File: src/rtl/fetch_pkg.sv
// Shared types and constants for the instruction fetch front end.
// Latency: none, declarations only.
// Backpressure: not applicable.
package fetch_pkg;

  localparam int PC_INC       = 4;
  localparam int FETCH_ADDR_W = 6;
  localparam int FETCH_DATA_W = 32;

  typedef enum logic [1:0] {
    IDLE,
    REQ,
    DROP
  } fetch_state_t;

  typedef struct packed {
    logic [FETCH_DATA_W-1:0] ins;
    logic [FETCH_ADDR_W-1:0] pc;
  } fetch_entry_t;

endpackage

File: src/rtl/fetch_fifo.sv
// Prefetch FIFO of fetched words with flush and async active-low clear.
// Latency: a pushed entry is visible at the head one cycle later; head read straight from storage.
// Backpressure: caller never pushes when full; flush beats push and pop.
module fetch_fifo
  import fetch_pkg::*;
#(
  parameter int  DEPTH   = 4,
  parameter type entry_t = fetch_entry_t,
  localparam int PTR_W   = $clog2(DEPTH),
  localparam int CNT_W   = PTR_W + 1
) (
  input  logic             clk,
  input  logic             rst_n,
  input  logic             flush,
  input  logic             push,
  input  entry_t           push_dat,
  input  logic             pop,
  output entry_t           head_dat,
  output logic             head_vld,
  output logic [CNT_W-1:0] count
);

  entry_t           mem [DEPTH];
  logic [PTR_W-1:0] rd_ptr;
  logic [PTR_W-1:0] wr_ptr;
  logic             do_push;
  logic             do_pop;

  assign do_push  = push && !flush;
  assign do_pop   = pop && (count != '0) && !flush;
  assign head_vld = (count != '0);
  assign head_dat = mem[rd_ptr];

  // Storage is cleared too so the head reads as zero out of reset.
  always_ff @(posedge clk or negedge rst_n) begin
    if (!rst_n) begin
      rd_ptr <= '0;
      wr_ptr <= '0;
      count  <= '0;
      for (int i = 0; i < DEPTH; i++) begin
        mem[i] <= '0;
      end
    end else if (flush) begin
      rd_ptr <= '0;
      wr_ptr <= '0;
      count  <= '0;
    end else begin
      if (do_push) begin
        mem[wr_ptr] <= push_dat;
        wr_ptr      <= wr_ptr + 1'b1;
      end
      if (do_pop) begin
        rd_ptr <= rd_ptr + 1'b1;
      end
      count <= count + CNT_W'(do_push) - CNT_W'(do_pop);
    end
  end

endmodule

File: src/rtl/instr_fetch_unit.sv
// Fetch front end: owns the fetch PC, keeps one imem request in flight, buffers words for decode.
// Latency: ack at edge N shows the word at the head in cycle N+1; redirect target no earlier than N+2.
// Backpressure: stops requesting when the prefetch FIFO would be full; decode pops via ins_valid/ins_ready.
module instr_fetch_unit
  import fetch_pkg::*;
#(
  parameter int               ADDR_W   = FETCH_ADDR_W,
  parameter int               DATA_W   = FETCH_DATA_W,
  parameter int               DEPTH    = 4,
  parameter logic [ADDR_W-1:0] RESET_PC = '0
) (
  input  logic                     clk,
  input  logic                     rst,
  output logic                     imem_req,
  output logic [ADDR_W-1:0]        imem_addr,
  input  logic                     imem_ack,
  input  logic [DATA_W-1:0]        imem_rdata,
  input  logic                     redirect_valid,
  input  logic [ADDR_W-1:0]        redirect_pc,
  output logic                     ins_valid,
  output logic [DATA_W-1:0]        ins,
  output logic [ADDR_W-1:0]        ins_pc,
  input  logic                     ins_ready,
  output logic [$clog2(DEPTH):0]   fifo_count
);

  localparam int                CNT_W = $clog2(DEPTH) + 1;
  localparam logic [ADDR_W-1:0] INC   = ADDR_W'(PC_INC);

  typedef struct packed {
    logic [DATA_W-1:0] ins;
    logic [ADDR_W-1:0] pc;
  } entry_t;

  fetch_state_t      state;
  logic [ADDR_W-1:0] fetch_pc;
  logic [ADDR_W-1:0] start_pc;
  logic [CNT_W-1:0]  count_next;
  logic              can_req;
  logic              push;
  logic              pop;
  entry_t            push_dat;
  entry_t            head_dat;

  assign push       = (state == REQ) && imem_ack && !redirect_valid;
  assign pop        = ins_valid && ins_ready;
  assign count_next = redirect_valid ? '0 : fifo_count + CNT_W'(push) - CNT_W'(pop);
  assign can_req    = (count_next < CNT_W'(DEPTH));
  // A redirect in the same cycle as a new issue sends that issue to the target.
  assign start_pc   = redirect_valid ? redirect_pc : fetch_pc;

  assign push_dat.ins = imem_rdata;
  assign push_dat.pc  = imem_addr;

  always_ff @(posedge clk or negedge rst) begin
    if (!rst) begin
      state     <= IDLE;
      fetch_pc  <= RESET_PC;
      imem_req  <= 1'b0;
      imem_addr <= RESET_PC;
    end else begin
      case (state)
        IDLE: begin
          if (can_req) begin
            state     <= REQ;
            imem_req  <= 1'b1;
            imem_addr <= start_pc;
            fetch_pc  <= start_pc + INC;
          end
        end
        REQ: begin
          if (imem_ack) begin
            if (can_req) begin
              imem_addr <= start_pc;
              fetch_pc  <= start_pc + INC;
            end else begin
              state    <= IDLE;
              imem_req <= 1'b0;
            end
          end else if (redirect_valid) begin
            // The old request must still complete; its data is thrown away.
            state    <= DROP;
            fetch_pc <= redirect_pc;
          end
        end
        DROP: begin
          if (imem_ack) begin
            state     <= REQ;
            imem_addr <= start_pc;
            fetch_pc  <= start_pc + INC;
          end else if (redirect_valid) begin
            fetch_pc <= redirect_pc;
          end
        end
        default: begin
          state    <= IDLE;
          imem_req <= 1'b0;
        end
      endcase
    end
  end

  fetch_fifo #(
    .DEPTH   (DEPTH),
    .entry_t (entry_t)
  ) u_fifo (
    .clk      (clk),
    .rst_n    (rst),
    .flush    (redirect_valid),
    .push     (push),
    .push_dat (push_dat),
    .pop      (pop),
    .head_dat (head_dat),
    .head_vld (ins_valid),
    .count    (fifo_count)
  );

  assign ins    = head_dat.ins;
  assign ins_pc = head_dat.pc;

endmodule

File: config.mk
export PLATFORM = sky130hd
export DESIGN_NAME = instr_fetch_unit
export DESIGN_NICKNAME = d
export VERILOG_FILES = /design/src/rtl/fetch_pkg.sv /design/src/rtl/fetch_fifo.sv /design/src/rtl/instr_fetch_unit.sv
export SDC_FILE = /design/constraint.sdc
export NUM_CORES = 1
export LEC_CHECK = 0
export CORE_ASPECT_RATIO = 0.75
export CORE_UTILIZATION = 39
export CTS_CLUSTER_SIZE = 25
export DETAILED_ROUTE_END_ITERATION = 6
export GPL_TIMING_DRIVEN = 0
export RECOVER_POWER = 100
export SYNTH_ARGS = -nofsm -noshare
export SYNTH_HDL_FRONTEND = slang
export SYNTH_SLANG_ARGS = --single-unit
File: constraint.sdc
create_clock -name clk -period 6.4 [get_ports clk]
set_input_delay 0.64 -clock clk [delete_from_list [all_inputs] [get_ports clk]]
set_output_delay 0.64 -clock clk [all_outputs]
set_load 0.05 [all_outputs]
==> reports/metrics.csv, run 1 <==
metric;value;unit
wire_per_inst;19.1;um
first_pass_iters;4;
netlist_area;0.00817;mm^2
dp_slack;2.92;ns
drtIter0Drc;281;
initial_core_util;40.1;%
cts_tree;done;
cts_buffers;17;
ctsResizeCount;0;
fin_ws;2.45;ns
hold_viol_final;0;
use_met1;24.9;%
track_usage;18.2;%
critPathMaxFanout;10;
critPathCaptureType;primary output;
p_leak;4.52;nW
fill_cells;1785;
worst_setup_path_start_kind;flip-flop;
tns;0;ns
synth_cells;550;
num_io_pins;92;
grt_pass1_wl;29.6;mm
ir_worst_vdd;0.244;mV
syn_nets;608;
drv_slew;47;
grt_max_degree;129;
postCtsSetupBuffers;0;
clock_path_buffers;2;
synth_edf_count;0;
holdWs;0.488;ns
holdBufCountCts;0;
grt-busiest-layer;met2;
critPathKind;flip-flop to primary output;
final_area;0.00997;mm^2
viasPerCell;5.19;
synth_top_flop_cell;dfrtp_1;
rsz0062_at_grt;no;
fin_crit;3.95;ns
core_area;0.0204;mm^2
required;5.76;ns
post-route-period-util;61.7;%
placement_rows;45;
synth_async_sr_flop_share;100;%
place_hpwl;12.6;mm
cts.htree.levels;4;
antenna_found_initial;0;
ys_top_cells_by_area;dfrtp_1 (53%), mux2_2 (21%), mux4_2 (10%);
drv_cap;1;
diodes;0;
area_delta_synth_final;22.0;%
timing.fmax;253;MHz
setup_viol;0;
ys.warnings.count;0;
die_area;0.0215;mm^2
crit_arrival;3.31;ns
clock_skew;0.00704;ns
port_buffers;91;
synth-seq-area-share;53.3;%
drive_above_1_share;34.3;%
yosysTopAreaCellShare;53.3;%
antenna_left;0;
synth_top_area_cell;dfrtp_1;
ys_types;51;
postPlaceCellArea;0.00947;mm^2
met2_usage;28.8;%
syn_avg_cell_area;14.9;um^2
clk_pin_slew;0.07;ns
gp_congestion;0.849;
grt_pass1_vias;5405;
finalNetCount;719;
tightest_slew;2.60;ns
insertion_delay;0.43;ns
grt.met3_usage;4.68;%
clkSinkCount;174;
routed-via-count;4962;
finalWirelength;18.3;mm
synth_seq_cells;174;
slew_headroom;-73.5;%
status;finished, violations left;
die_y;127;um
powerDensity;508;mW/mm^2
hold_class;flip-flop to flip-flop;
cts_root_buf;clkbuf_16;
r2r_slack;2.70;ns
failed_checks;capacitance limit, slew limit;
drc;0;
die-width;169;um
grt.overflow.total;0;
[cells in the mapped netlist (4+ instances only)]
library cell  number
nand3_1            6
a21oi_1            9
nand2_1           22
clkbuf_1           8
mux4_2            38
o211ai_1           4
dfrtp_1          174
nor2_1            13
buf_2             16
xnor2_1            5
o21ai_0           14
ha_1              14
mux2i_1            5
inv_1             16
mux2_2           155
a32oi_1            4
buf_6              6
[flip-flops by register name (all words and copies together), names as in the netlist]
| name | count |
|---|---|
| fetch_pc | 6 |
| imem_addr | 6 |
| imem_req | 1 |
| state | 2 |
| u_fifo.count | 3 |
| u_fifo.mem | 152 |
| u_fifo.rd_ptr | 2 |
| u_fifo.wr_ptr | 2 |
[per-stage QoR]
stage / power, mW / utilization (%) / instances
6_report: 5.07 / 48.9 / 956
3_5_place_dp: 4.14 / 46.4 / 924
3_3_place_gp: 4.06 / 46.3 / 923
4_1_cts: 5.23 / 49.4 / 956
5_1_grt: 5.35 / 48.9 / 956
2_1_floorplan: 3.40 / - / 550
[routing by layer]
| layer | vias up | routed length, um | share of wire (%) |
|---|---|---|---|
| li1 | 2239 | - | - |
| met1 | 2589 | 8420 | 46 |
| met2 | 115 | 8620 | 47 |
| met3 | 19 | 982 | 5.4 |
| met4 | 0 | 251 | 1.4 |
| met5 | - | 0 | 0 |
[critical path, stage by stage, from the launching register on]
cell and delay, ns:
dfrtp_1 0.39, clkbuf_1 0.55, clkbuf_1 0.67, mux4_2 0.33
dlygate4sd3_1 0.94
[cell usage in the layout, fill, tap and decap left out, types with 3 or more instances in the layout]
cell type and instances:
dfrtp_1 174, mux2_2 154, dlygate4sd3_1 46, clkdlybuf4s50_1 44, mux4_2 38, clkbuf_1 33, nand2_1 23, clkbuf_16 17
inv_1 16, nor2_1 14, o21ai_0 14, ha_1 14, a21oi_1 9, nand3_1 6, mux2i_1 5, xnor2_1 5
o211ai_1 5, a32oi_1 4, bufinv_16 3, clkinv_2 3, inv_6 3
[power breakdown]
| part | leakage (nW) | switching [mW] | total [mW] | internal, mW |
|---|---|---|---|---|
| clock | 0.297 | 0.446 | 1.08 | 0.630 |
| sequential | 2.29 | 0.198 | 1.65 | 1.45 |
| combinational | 1.93 | 1.37 | 2.34 | 0.969 |
[logic make-up after synthesis]
family	after synthesis	share of synthesized area (%)
AO/OA/AOI/OAI	47	4.07
XOR/XNOR	7	0.842
adder cells (fa/ha/maj)	15	2.39
buffers and inverters	48	3.09
flip-flops	174	53.3
multiplexers	198	32.5
AND/OR/NAND/NOR	61	3.84
[worst paths after layout]
| path | from | endpoint | cells past startpoint |
|---|---|---|---|
| setup / recovery | u_fifo.rd_ptr[1] | ins[0] | 4 |
| hold / removal | u_fifo.mem[43] | u_fifo.mem[43] | 2 |
| setup reg to reg | u_fifo.count[1] | imem_addr[2] | 10 |
| hold reg to reg | u_fifo.mem[43] | u_fifo.mem[43] | 2 |
| max in group asynchronous | rst | u_fifo.mem[114] | 2 |
| min in group asynchronous | rst | u_fifo.mem[135] | 1 |
[cell type report]
cell class / count / area, um^2 / share of cell area [%]
buffer: 32 / 131 / 1.32
timing repair buffer: 92 / 932 / 9.35
tap: 282 / 353 / 3.54
clock buffer: 20 / 447 / 4.48
sequential: 174 / 4350 / 43.7
inverter: 16 / 60.1 / 0.602
multi-input combinational: 328 / 3530 / 35.4
clock inverter: 12 / 159 / 1.59
Power figures use the tool's default switching activity.
==> inputs of run 2 (changes only) <==
==> constraint.sdc (replaced) <==
create_clock -name clk -period 3.3 [get_ports clk]
set_input_delay 0.33 -clock clk [delete_from_list [all_inputs] [get_ports clk]]
set_output_delay 0.33 -clock clk [all_outputs]
set_load 0.05 [all_outputs]
==> run 2 against run 1 <==
The run still ends with capacitance limit, slew limit left; hold slack improved by 0.0040 ns; highest routed layer unchanged; utilization rose by 0.40 points; sequential share of layout area fell by 0.35 points; largest power group unchanged; register-to-register slack got worse by 2.5 ns; design area rose by 0.82%; total power rose by 93%; clock power rose by 84%; worst setup slack got worse by 2.3 ns; wire length fell by 0.39%.
==> reports/metrics.csv, run 2 (synthesis gave the netlist of run 1 again) <==
metric;value;unit
diodes;0;
grt_pass1_vias;5389;
finalPower;9.81;mW
critPathKind;flip-flop to flip-flop;
rsz0062_at_grt;no;
fin_ws;0.188;ns
drtIter0Drc;222;
post-route-period-util;94.3;%
clock_path_buffers;2;
max_stage_delay;0.48;ns
grt.overflow.total;0;
antenna_left;0;
die-width;169;um
area_delta_synth_final;23.0;%
fin_crit;3.11;ns
dp_slack;0.157;ns
largest_reg_flops;152;
initial_core_util;40.1;%
finalNetCount;721;
grt_max_degree;90;
clk_pin_slew;0.06;ns
routed-via-count;4997;
hold_class;flip-flop to flip-flop;
grt_pass1_wl;29.6;mm
insertion_delay;0.43;ns
crit_buf_inv;1;
status;finished, violations left;
tightest_slew;2.28;ns
critPathMaxFanout;8;
ir_worst_vdd;0.464;mV
cts_buffers;17;
worst_setup_path_start_kind;flip-flop;
drv_cap;1;
hold_viol_final;0;
gp_congestion;0.854;
slew_headroom;-51.8;%
timing.fmax;321;MHz
top_register;u_fifo.mem;
viasPerCell;5.22;
cts_tree;done;
tns;0;ns
critPathCaptureType;flip-flop;
first_pass_iters;4;
port_buffers;91;
p_leak;4.59;nW
drv_slew;89;
track_usage;18.1;%
die_area;0.0215;mm^2
failed_checks;capacitance limit, slew limit;
num_io_pins;92;
reg.largest.list;u_fifo.mem x152, fetch_pc x6, imem_addr x6;
setup_viol;0;
crit_slowest_cell;dfrtp_1;
drc;0;
crit_family;simple AND/OR/NAND/NOR gates;
wire_per_inst;19.0;um
final_cell_mix;dfrtp_1 (174), mux2_2 (155), dlygate4sd3_1 (46);
placement_rows;45;
clkSinkCount;174;
crit_arrival;3.42;ns
finalWirelength;18.2;mm
clock_skew;0.0127;ns
drive_above_1_share;38.3;%
die_y;127;um
powerDensity;976;mW/mm^2
required;3.61;ns
core_area;0.0204;mm^2
place_hpwl;12.4;mm
cts.htree.levels;4;
crit_chain;or3_1 -> and2_1 -> ha_1 -> inv_1 -> ha_1 -> and4b_2 -> nor4_4 -> nor2_2 -> o211ai_4 -> mux2_2;
antenna_found_initial;0;
cts_root_buf;clkbuf_16;
utilization;49.3;%
cp_common_cell;ha_1;
layout_commonest_cell;dfrtp_1;
-- run 2: changes by cell type in the layout (fill, tap and decap cells not counted), sizes merged --
cell | before | now
buf | 3 | 10
clkbuf | 51 | 45
bufinv | 3 | 2
clkdlybuf4s50 | 44 | 45
clkinv | 4 | 5
clkinvlp | 1 | 2
inv | 20 | 19
-- run 2: power by group --
| part | total (mW) | leakage, nW | switching, mW | internal, mW |
|---|---|---|---|---|
| logic | 4.61 | 2.03 | 2.68 | 1.92 |
| clock network | 1.99 | 0.277 | 0.868 | 1.12 |
| registers | 3.21 | 2.29 | 0.391 | 2.82 |
-- run 2: cell type report --
class,instances,area [um^2]
Buffer,32,191
Clock buffer,20,437
Clock inverter,12,136
Fill cell,1768,10300
Inverter,16,60.1
Multi-Input combinational cell,328,3570
Sequential cell,174,4350
Tap cell,282,353
Timing Repair Buffer,94,951
-- run 2: tightest hold or removal path: stages, from the launching register on --
cell and delay (ns):
dfrtp_1 0.35, nand2_1 0.05, o21ai_0 0.06
-- run 2: layer usage --
| layer | share of wire (%) | global-route usage [%] | vias to the layer above |
|---|---|---|---|
| li1 | - | - | 2254 |
| met1 | 49 | 25.6 | 2625 |
| met2 | 46 | 27.9 | 107 |
| met3 | 4.0 | 4.28 | 11 |
| met4 | 0.74 | 4.88 | 0 |
| met5 | 0 | 0 | - |
-- run 2: path summary, 6_finish.rpt --
check                                 from              end  slack [ns]  cells past startpoint
hold / removal              u_fifo.mem[81]   u_fifo.mem[81]        0.49                      2
setup / recovery           u_fifo.count[1]     imem_addr[3]        0.19                     10
max in group asynchronous              rst   u_fifo.mem[80]        0.82                      2
min in group asynchronous              rst  u_fifo.mem[135]        1.11                      2
hold reg to reg             u_fifo.mem[81]   u_fifo.mem[81]        0.49                      2
setup reg to reg           u_fifo.count[1]     imem_addr[3]        0.19                     10
-- run 2: per-stage QoR --
stage	hold slack [ns]	instance area (um^2)	cells
2_1_floorplan	0.0344	8170	550
3_3_place_gp	0.456	9440	923
3_5_place_dp	0.392	9470	924
4_1_cts	0.496	10100	957
5_1_grt	0.512	10000	958
6_report	0.492	10000	958
-- run 2: repair_timing --
item	4_1_cts	5_1_grt
hold endpoints to repair	88	0
endpoints found under the setup margin	10	1
gates resized for setup	2	1
pin swaps	0	1
hold buffers	1	0
setup buffers	0	1
==> inputs of run 3 (changes only) <==
--- a/config.mk
+++ b/config.mk
@@ -9,6 +9,7 @@
 export CORE_UTILIZATION = 39
 export CTS_CLUSTER_SIZE = 25
 export DETAILED_ROUTE_END_ITERATION = 6
+export GPL_ROUTABILITY_DRIVEN = 0
 export GPL_TIMING_DRIVEN = 0
 export RECOVER_POWER = 100
 export SYNTH_ARGS = -nofsm -noshare
==> results of run 3 <==
The final DEF is identical to that of run 2; final timing and power are the same.
